`config.mk`:
```
export PLATFORM = sky130hd
export DESIGN_NAME = mem_stage
export DESIGN_NICKNAME = d
export VERILOG_FILES = /design/src/rtl/mem_stage_pkg.sv /design/src/rtl/mem_stage_dmem_access_fsm.sv /design/src/rtl/mem_stage.sv
export SDC_FILE = /design/constraint.sdc
export NUM_CORES = 1
export LEC_CHECK = 0
export ABC_AREA = 0
export CAP_MARGIN = 25
export CORE_AREA = 2 2 140 142
export DETAILED_ROUTE_END_ITERATION = 7
export DIE_AREA = 0 0 142 144
export GPL_ROUTABILITY_DRIVEN = 0
export PLACE_DENSITY = 0.78
export SLEW_MARGIN = 20
export SYNTH_ARGS = -nofsm -noshare
export SYNTH_HDL_FRONTEND = slang
export SYNTH_SLANG_ARGS = --single-unit
export TNS_END_PERCENT = 50
```
`constraint.sdc`:
```
create_clock -name clk -period 3.7 [get_ports clk]
set_input_delay 0.74 -clock clk [delete_from_list [all_inputs] [get_ports clk]]
set_output_delay 0.74 -clock clk [all_outputs]
set_load 0.03 [all_outputs]
```
`src/rtl/mem_stage_pkg.sv`:
```
// Shared types and defaults for the MEM stage: access FSM encodings and pipeline register layouts.
package mem_stage_pkg;

  typedef enum logic {
    MEM_IDLE = 1'b0,
    MEM_WAIT = 1'b1
  } mem_state_e;

  localparam int unsigned TIMEOUT_DEFAULT  = 16;
  localparam logic [31:0] ERR_DATA_DEFAULT = 32'hDEADBEEF;

  typedef struct packed {
    logic        valid;
    logic        mem_read;
    logic        mem_write;
    logic        reg_write;
    logic        mem_to_reg;
    logic        branch;
    logic        zero;
    logic [4:0]  reg_addr;
    logic [31:0] alu_res;
    logic [31:0] rt_data;
    logic [31:0] branch_addr;
  } ex_mem_t;

  typedef struct packed {
    logic        reg_write;
    logic        mem_to_reg;
    logic [4:0]  reg_addr;
    logic [31:0] alu_res;
    logic [31:0] rdata;
  } mem_wb_t;

endpackage

```
`src/rtl/mem_stage_dmem_access_fsm.sv`:
```
// Data-memory handshake tracker: raises stall while a request waits for ack and
// aborts the access once the wait budget is spent.
//
// state    | meaning
// MEM_IDLE | no access outstanding; a request acked in the same cycle completes here
// MEM_WAIT | request issued, waiting for ack; remain_q counts down to the abort cycle
module dmem_access_fsm
  import mem_stage_pkg::*;
#(
  parameter int unsigned TIMEOUT = TIMEOUT_DEFAULT
) (
  input  logic clk,
  input  logic rst,
  input  logic req,
  input  logic ack,
  output logic stall,
  output logic timeout
);

  localparam int unsigned   CW          = (TIMEOUT > 2) ? $clog2(TIMEOUT) : 1;
  // Entering WAIT already accounts for the IDLE cycle, so TIMEOUT-2 waits remain.
  localparam logic [CW-1:0] REMAIN_LOAD = CW'(TIMEOUT - 2);

  mem_state_e    state_q, state_d;
  logic [CW-1:0] remain_q, remain_d;

  always_ff @(posedge clk) begin
    if (rst) begin
      state_q  <= MEM_IDLE;
      remain_q <= '0;
    end else begin
      state_q  <= state_d;
      remain_q <= remain_d;
    end
  end

  always_comb begin
    state_d  = state_q;
    remain_d = remain_q;
    case (state_q)
      MEM_IDLE: begin
        if (req && !ack) begin
          state_d  = MEM_WAIT;
          remain_d = REMAIN_LOAD;
        end
      end
      MEM_WAIT: begin
        if (!req || ack || (remain_q == '0)) begin
          state_d  = MEM_IDLE;
          remain_d = '0;
        end else begin
          remain_d = remain_q - 1'b1;
        end
      end
      default: begin
        state_d  = MEM_IDLE;
        remain_d = '0;
      end
    endcase
  end

  always_comb begin
    timeout = (state_q == MEM_WAIT) && req && !ack && (remain_q == '0);
    stall   = req && !ack && !timeout;
  end

endmodule

```
`src/rtl/mem_stage.sv`:
```
// EX/MEM and MEM/WB pipeline registers with branch resolution, data-memory
// request generation and forwarding taps for the MEM stage.
module mem_stage
  import mem_stage_pkg::*;
#(
  parameter int unsigned TIMEOUT  = TIMEOUT_DEFAULT,
  parameter logic [31:0] ERR_DATA = ERR_DATA_DEFAULT
) (
  input  logic        clk,
  input  logic        rst,
  input  logic [31:0] alu_res_ex,
  input  logic [31:0] RtData_ex,
  input  logic [4:0]  RegWriteAddr_ex,
  input  logic [31:0] Branch_addr_ex,
  input  logic        alu_zero_ex,
  input  logic        MemRead_ex,
  input  logic        MemWrite_ex,
  input  logic        RegWrite_ex,
  input  logic        MemtoReg_ex,
  input  logic        Branch_ex,
  input  logic        dmem_ack,
  input  logic [31:0] dmem_rdata,
  output logic        dmem_req,
  output logic        dmem_we,
  output logic [31:0] dmem_addr,
  output logic [31:0] dmem_wdata,
  output logic        stall_mem,
  output logic        PCSrc_mem,
  output logic [31:0] Branch_addr_mem,
  output logic        flush_mem,
  output logic        RegWrite_mem,
  output logic [4:0]  RegWriteAddr_mem,
  output logic [31:0] alu_res_mem,
  output logic        RegWrite_wb,
  output logic        MemtoReg_wb,
  output logic [4:0]  RegWriteAddr_wb,
  output logic [31:0] alu_res_wb,
  output logic [31:0] mem_rdata_wb,
  output logic        mem_err
);

  ex_mem_t ex_mem_q, ex_mem_d;
  mem_wb_t mem_wb_q, mem_wb_d;
  logic    mem_err_q, mem_err_d;
  logic    pc_src, req, stall, timeout;

  dmem_access_fsm #(.TIMEOUT(TIMEOUT)) u_fsm (
    .clk     (clk),
    .rst     (rst),
    .req     (req),
    .ack     (dmem_ack),
    .stall   (stall),
    .timeout (timeout)
  );

  always_ff @(posedge clk) begin
    if (rst) begin
      ex_mem_q  <= '0;
      mem_wb_q  <= '0;
      mem_err_q <= 1'b0;
    end else begin
      ex_mem_q  <= ex_mem_d;
      mem_wb_q  <= mem_wb_d;
      mem_err_q <= mem_err_d;
    end
  end

  always_comb begin
    pc_src = ex_mem_q.valid && ex_mem_q.branch && ex_mem_q.zero;
    req    = ex_mem_q.valid && (ex_mem_q.mem_read || ex_mem_q.mem_write);
  end

  always_comb begin
    ex_mem_d = ex_mem_q;
    if (!stall) begin
      ex_mem_d.valid       = 1'b1;
      ex_mem_d.mem_read    = MemRead_ex;
      ex_mem_d.mem_write   = MemWrite_ex;
      ex_mem_d.reg_write   = RegWrite_ex;
      ex_mem_d.mem_to_reg  = MemtoReg_ex;
      ex_mem_d.branch      = Branch_ex;
      ex_mem_d.zero        = alu_zero_ex;
      ex_mem_d.reg_addr    = RegWriteAddr_ex;
      ex_mem_d.alu_res     = alu_res_ex;
      ex_mem_d.rt_data     = RtData_ex;
      ex_mem_d.branch_addr = Branch_addr_ex;
      // Taken branch squashes the instruction behind it as it enters MEM.
      if (pc_src) begin
        ex_mem_d.valid      = 1'b0;
        ex_mem_d.mem_read   = 1'b0;
        ex_mem_d.mem_write  = 1'b0;
        ex_mem_d.reg_write  = 1'b0;
        ex_mem_d.mem_to_reg = 1'b0;
        ex_mem_d.branch     = 1'b0;
        ex_mem_d.zero       = 1'b0;
      end
    end
  end

  always_comb begin
    mem_wb_d = mem_wb_q;
    if (stall) begin
      mem_wb_d.reg_write  = 1'b0;
      mem_wb_d.mem_to_reg = 1'b0;
    end else begin
      mem_wb_d.reg_write  = ex_mem_q.valid && ex_mem_q.reg_write && !timeout;
      mem_wb_d.mem_to_reg = ex_mem_q.valid && ex_mem_q.mem_to_reg;
      mem_wb_d.reg_addr   = ex_mem_q.reg_addr;
      mem_wb_d.alu_res    = ex_mem_q.alu_res;
      mem_wb_d.rdata      = timeout ? ERR_DATA : dmem_rdata;
    end
    mem_err_d = mem_err_q || timeout;
  end

  always_comb begin
    dmem_req         = req;
    dmem_we          = ex_mem_q.valid && ex_mem_q.mem_write;
    dmem_addr        = ex_mem_q.alu_res;
    dmem_wdata       = ex_mem_q.rt_data;
    stall_mem        = stall;
    PCSrc_mem        = pc_src;
    flush_mem        = pc_src;
    Branch_addr_mem  = ex_mem_q.branch_addr;
    RegWrite_mem     = ex_mem_q.valid && ex_mem_q.reg_write;
    RegWriteAddr_mem = ex_mem_q.valid ? ex_mem_q.reg_addr : 5'd0;
    alu_res_mem      = ex_mem_q.valid ? ex_mem_q.alu_res : 32'd0;
    RegWrite_wb      = mem_wb_q.reg_write;
    MemtoReg_wb      = mem_wb_q.mem_to_reg;
    RegWriteAddr_wb  = mem_wb_q.reg_addr;
    alu_res_wb       = mem_wb_q.alu_res;
    mem_rdata_wb     = mem_wb_q.rdata;
    mem_err          = mem_err_q;
  end

endmodule
```
==> results of run 1 <==
layout by cell type (no fill, tap or decap), types with 10 or more instances in the layout:
cell             netlist  final
clkdlybuf4s50_1        0    350
nand2_1              292    292
dfxtp_1              185    185
a21oi_1              156    156
nor3_1                50     50
and2_1                39     39
nor2_1                29     28
clkbuf_16              0     17
nand3_1               16     16
buf_4                 97     10
sequential cells by signal, indices dropped and copies added (netlist names), 4 cells and up:
register / count
RegWriteAddr_wb: 5
dmem_addr: 32
ex_mem_q: 12
dmem_wdata: 32
alu_res_wb: 32
u_fsm.remain_q: 4
mem_rdata_wb: 32
Branch_addr_mem: 32
through the flow:
step,cells,area (sq um),setup WS (ns)
final,1423,10900,0.738
after floorplan,955,7480,1.25
after global routing,1423,10900,0.620
after global placement,1391,10300,1.02
after detailed placement,1391,10300,1.02
after CTS,1423,10900,0.673
power by group:
| part | internal (mW) | leakage, nW | switching (mW) |
|---|---|---|---|
| clock network | 0.912 | 0.286 | 0.830 |
| registers | 2.12 | 1.53 | 0.0806 |
| logic | 0.439 | 2.44 | 0.524 |
worst max-delay path by stage:
stage	from	endpoint	slack (ns)	depth (start not counted)
2_1_floorplan	u_fsm.remain_q[0]	stall_mem	1.25	8
3_3_place_gp	dmem_ack	stall_mem	1.02	4
3_5_place_dp	dmem_ack	stall_mem	1.02	4
4_1_cts	ex_mem_q[107]	alu_res_mem[5]	0.67	3
5_1_grt	ex_mem_q[107]	alu_res_mem[5]	0.62	3
6_report	ex_mem_q[107]	alu_res_mem[5]	0.74	3
logic make-up (layout without fill, tap and decap cells):
group	count (synthesis)	count (layout)	synth area share
buffers and inverters	169	399	0.144
DFF	185	185	0.495
AOI/OAI and AO/OA	163	163	0.111
adders and majority gates	1	1	0.00167
and+or+nand+nor	437	437	0.248
synthesized netlist by cell type (2+ instances only):
| cell | number |
|---|---|
| nand3_1 | 16 |
| buf_4 | 97 |
| and2_1 | 39 |
| dfxtp_1 | 185 |
| a22oi_1 | 2 |
| clkbuf_1 | 38 |
| nor3_1 | 50 |
| nand2b_1 | 2 |
| and3_1 | 2 |
| a21oi_1 | 156 |
| nor2_1 | 29 |
| inv_1 | 4 |
| o31ai_1 | 2 |
| buf_6 | 6 |
| buf_2 | 23 |
| or3_1 | 2 |
| nand2_1 | 292 |
layer usage:
| layer | wire length, um | part of all wire | global-route usage |
|---|---|---|---|
| met5 | 0 | 0 | 0 |
| met4 | 345 | 0.017 | 0.0632 |
| met1 | 8540 | 0.41 | 0.232 |
| met2 | 9860 | 0.48 | 0.319 |
| met3 | 1830 | 0.089 | 0.0715 |
area by class of cell:
class,instances,area [sq um]
Sequential cell,185,3700
Clock inverter,14,133
Clock buffer,18,439
Inverter,5,21.3
Timing Repair Buffer,362,3620
Fill cell,1747,8160
Multi-Input combinational cell,601,2710
Tap cell,238,298
critical path, cell delays in order, from the launching register on:
cell	delay [ns]
dfxtp_1	0.51
buf_4	0.38
and2_1	0.22
clkdlybuf4s50_1	0.68
==> flow_summary.toml, run 1 <==
[run_status]
status = "completed"

[timing]
setup_violations = 0
holdWs_ns = 0.450
tns_ns = 0
worst_slew_margin_rel = 0.475
rsz0062_at_grt = "false"
fin_worst_skew_ns = 0.00965
layout_min_cycle_time_ns = 2.96
hold_viol = 0
fin_crit_sh = 0.801
maxSlewViolCount = 0
tightest_slew_ns = 0.788
fmax_ghz = 0.338

[worst_hold_path]
min_to = "dmem_wdata[1]"
hold_start = "dmem_wdata[1]"
holdPathStages = 2
hp-class = "register to register"

[pwr]
cellPowerDensity_nw_per_um2 = 449
leakagePower_nw = 4.26
ir_drop_mv = 0.291
p_total_mw = 4.90

[global_routing]
grt_pass1_wl_um = 31500
grt_pass1_vias = 6263
grt_remaining_overflow = 0
grt.total_usage = 0.193
antenna_found_initial = 1
grt_max_degree = 145

[drt]
wl_per_cell_um = 14.5
dr.first_iter.drc_count = 254
via_per_inst = 4.74
firstDrtPassIters = 5
routed_wl_um = 20600
vias = 6741
antenna_left = 0
drc = 0

[clock_tree]
cts_setup_buffers = 0
htreeDepth = 4
cts_root_buffer = "clkbuf_16"
cts_made_buffers = 17
cts_resized = 0
postCtsHoldBufs = 0
clockBufferDepth = 2
cts_tree = "done"
clock-sinks = 185
clock_latency_ns = 0.42
clkTransAtPathRegs_ns = 0.07

[final_layout]
n_antenna_cell = 0
post-route-util = 0.572
drive_gt1_frac = 0.0405
syn2layout_area_growth_pct = 46.0
nNetsFinal = 1315

[floorplan]
start_util = 0.392
die_area_sq_um = 20400
fp-row-count = 51
die_y_um = 144
die_w_um = 142
pin_count = 353
design.core.area_sq_um = 19100

[synth]
synth_cell_types = 27
ys_ff_latch = 185
synth_largest_area_cell = "dfxtp_1"
synth_area_leaders = "dfxtp_1 50%, nand2_1 15%, a21oi_1 10%"
seq_area_frac_synth = 0.495
synth_enable_flop_cells = 0
syn-instance-count = 955
yosysWarnings = 0
syn_area_sq_um = 7480
yosys_most_used_dff = "dfxtp_1"
avgSynthCellArea_sq_um = 7.83
synth_top_area_frac = 0.495
ys_async_sr_fraction = 0
synth_nets = 1098

[run]
drv_cap = 0

[critical_path]
required_ns = 2.96
r2r-start = "u_fsm.remain_q[0]"
arrival_ns = 2.22
start_kind = "register"
critical_path_class = "register to output pin"
critPathMaxFanout = 35
reg2reg_depth = 9
worst_setup_path_end_kind = "output pin"
r2r_slack_ns = 1.23
worstReg2RegEnd = "dmem_addr[20]"

[place]
port_buffers = 352
dpl.hpwl_um = 14400
No activity file was read; power rests on OpenSTA's default activity.
==> run 2, diff against run 1 <==
CORE_AREA = 2 2 146 148   (was 2 2 140 142)
DIE_AREA = 0 0 148 150   (was 0 0 142 144)
PLACE_DENSITY = 0.75   (was 0.78)
clock period = 2.6 ns   (was 3.7 ns; I/O delays follow)
==> run 2 against run 1 <==
Via count rose by 0.89%. Worst setup slack worse by 0.63 ns. Clock skew up 0.0035 ns. First-iteration DRC count increased by 8.3%. Largest cell class unchanged.
==> flow_summary.toml, run 2 (synthesis results as in run 1) <==
[run_status]
status = "completed"

[timing]
holdWs_ns = 0.450
layout_setup_ws_ns = 0.106
tns_ns = 0
tightest_slew_ns = 0.765
rsz0062_at_grt = "false"
fin_worst_skew_ns = 0.0131
layout_min_cycle_time_ns = 2.49
setup_violations = 0
fmax_ghz = 0.401
maxSlewViolCount = 0
worst_slew_margin_rel = 0.490
hold_viol = 0
fin_crit_sh = 0.959

[global_routing]
grt_remaining_overflow = 0
grt.total_usage = 0.179
grt_pass1_wl_um = 32100
grt_max_degree = 77
grt_pass1_vias = 6241
antenna_found_initial = 0

[final_layout]
drive_gt1_frac = 0.0775
finalNonFillerCells = 1462
layout_common_cells = "308 x clkdlybuf4s50_1, 292 x nand2_1, 185 x dfxtp_1"
layout_commonest_cell = "clkdlybuf4s50_1"
syn2layout_area_growth_pct = 46.2
n_antenna_cell = 0
nNetsFinal = 1317

[place]
dpl.cell_count = 1430
dpl.hpwl_um = 14500
port_buffers = 352
place_ws_ns = 0.250

[clock_tree]
cts_tree = "done"
cts_root_buffer = "clkbuf_16"
clock-sinks = 185
htreeDepth = 4
cts_made_buffers = 17
postCtsHoldBufs = 0
clock_latency_ns = 0.42
clockBufferDepth = 2
cts_setup_buffers = 0
cts_resized = 0
clkTransAtPathRegs_ns = 0.07

[drt]
drc = 0
firstDrtPassIters = 4
dr.first_iter.drc_count = 275
vias = 6801
routed_wl_um = 21000
wl_per_cell_um = 14.4
antenna_left = 0
via_per_inst = 4.65

[worst_hold_path]
hp-class = "register to register"

[pwr]
leakagePower_nw = 4.37
pwr-share-clk = 0.358
cellPowerDensity_nw_per_um2 = 641
ir_drop_mv = 0.460
power_frac_comb = 0.196
p_seq_frac = 0.446
swShare = 0.296
p_total_mw = 7.00
switching_power_mw = 2.07
intPower_mw = 4.93

[critical_path]
crit_path_top_delay_cell = "or3_4"
max_stage_delay_ns = 0.37
cp_cell_sequence = "inv_1, ha_1, and4bb_1, or3_4, inv_4, buf_4"
required_ns = 2.08
critPathMaxFanout = 5
critical_path_class = "register to output pin"
arrival_ns = 1.97
worst_setup_path_end_kind = "output pin"
start_kind = "register"

[floorplan]
start_util = 0.361
pin_count = 353
design.core.area_sq_um = 20700
fp-row-count = 53
die_y_um = 150
die_w_um = 148
die_area_sq_um = 22200

[run]
drv_cap = 0
## run 2: cell count changes in the layout (fill, tap and decap cells not counted)
cell	delta
buf_12	+4
buf_4	+39
buf_6	+1
clkdlybuf4s50_1	-42
clkinv_4	+1
inv_6	-1
## run 2: per-layer routing
layer,vias to the layer above,GRT usage,part of all wire
li1,3415,-,-
met1,3111,0.222,0.41
met2,251,0.294,0.49
met3,24,0.0631,0.087
met4,0,0.0538,0.013
met5,-,0,0
## run 2: power by group through the flow
stage,combinational [mW],sequential (mW),clock (mW)
finish,1.37,3.12,2.51
global route,1.46,3.14,2.71
CTS,1.39,3.12,2.58
detailed placement,1.38,3.19,0
global placement,1.37,3.18,0
floorplan,0.729,3.29,0
## run 2: worst paths after layout
path                     startpoint  cells after the start  slack [ns]              to
hold reg to reg      alu_res_wb[15]                      2        0.45  alu_res_wb[15]
hold / removal       alu_res_wb[15]                      2        0.45  alu_res_wb[15]
setup / recovery  u_fsm.remain_q[0]                      6        0.11       stall_mem
setup reg to reg  u_fsm.remain_q[0]                      7        0.49    ex_mem_q[96]
## run 2: final cells by class
class | instances | area, sq um
clock buffers | 18 | 439
inverters | 5 | 21.3
flip-flops and latches | 185 | 3700
clock inverters | 14 | 133
fillers | 1950 | 9760
well taps | 275 | 344
repair buffers | 364 | 3580
multi-input cells | 601 | 2710
## run 2: metrics by stage
step / cell area (sq um) / util
finish: 10900 / 0.528
global route: 10900 / 0.528
CTS: 10900 / 0.528
detailed placement: 10400 / 0.501
global placement: 10400 / 0.501
floorplan: 7480 / -
## run 2: worst max-delay path, delay by kind of cell, from the launching register on
kind / cells / cell delay (ns)
adders and majority gates: 1 / 0.26
DFF: 1 / 0.34
buffers and inverters: 3 / 0.33
and+or+nand+nor: 2 / 0.62
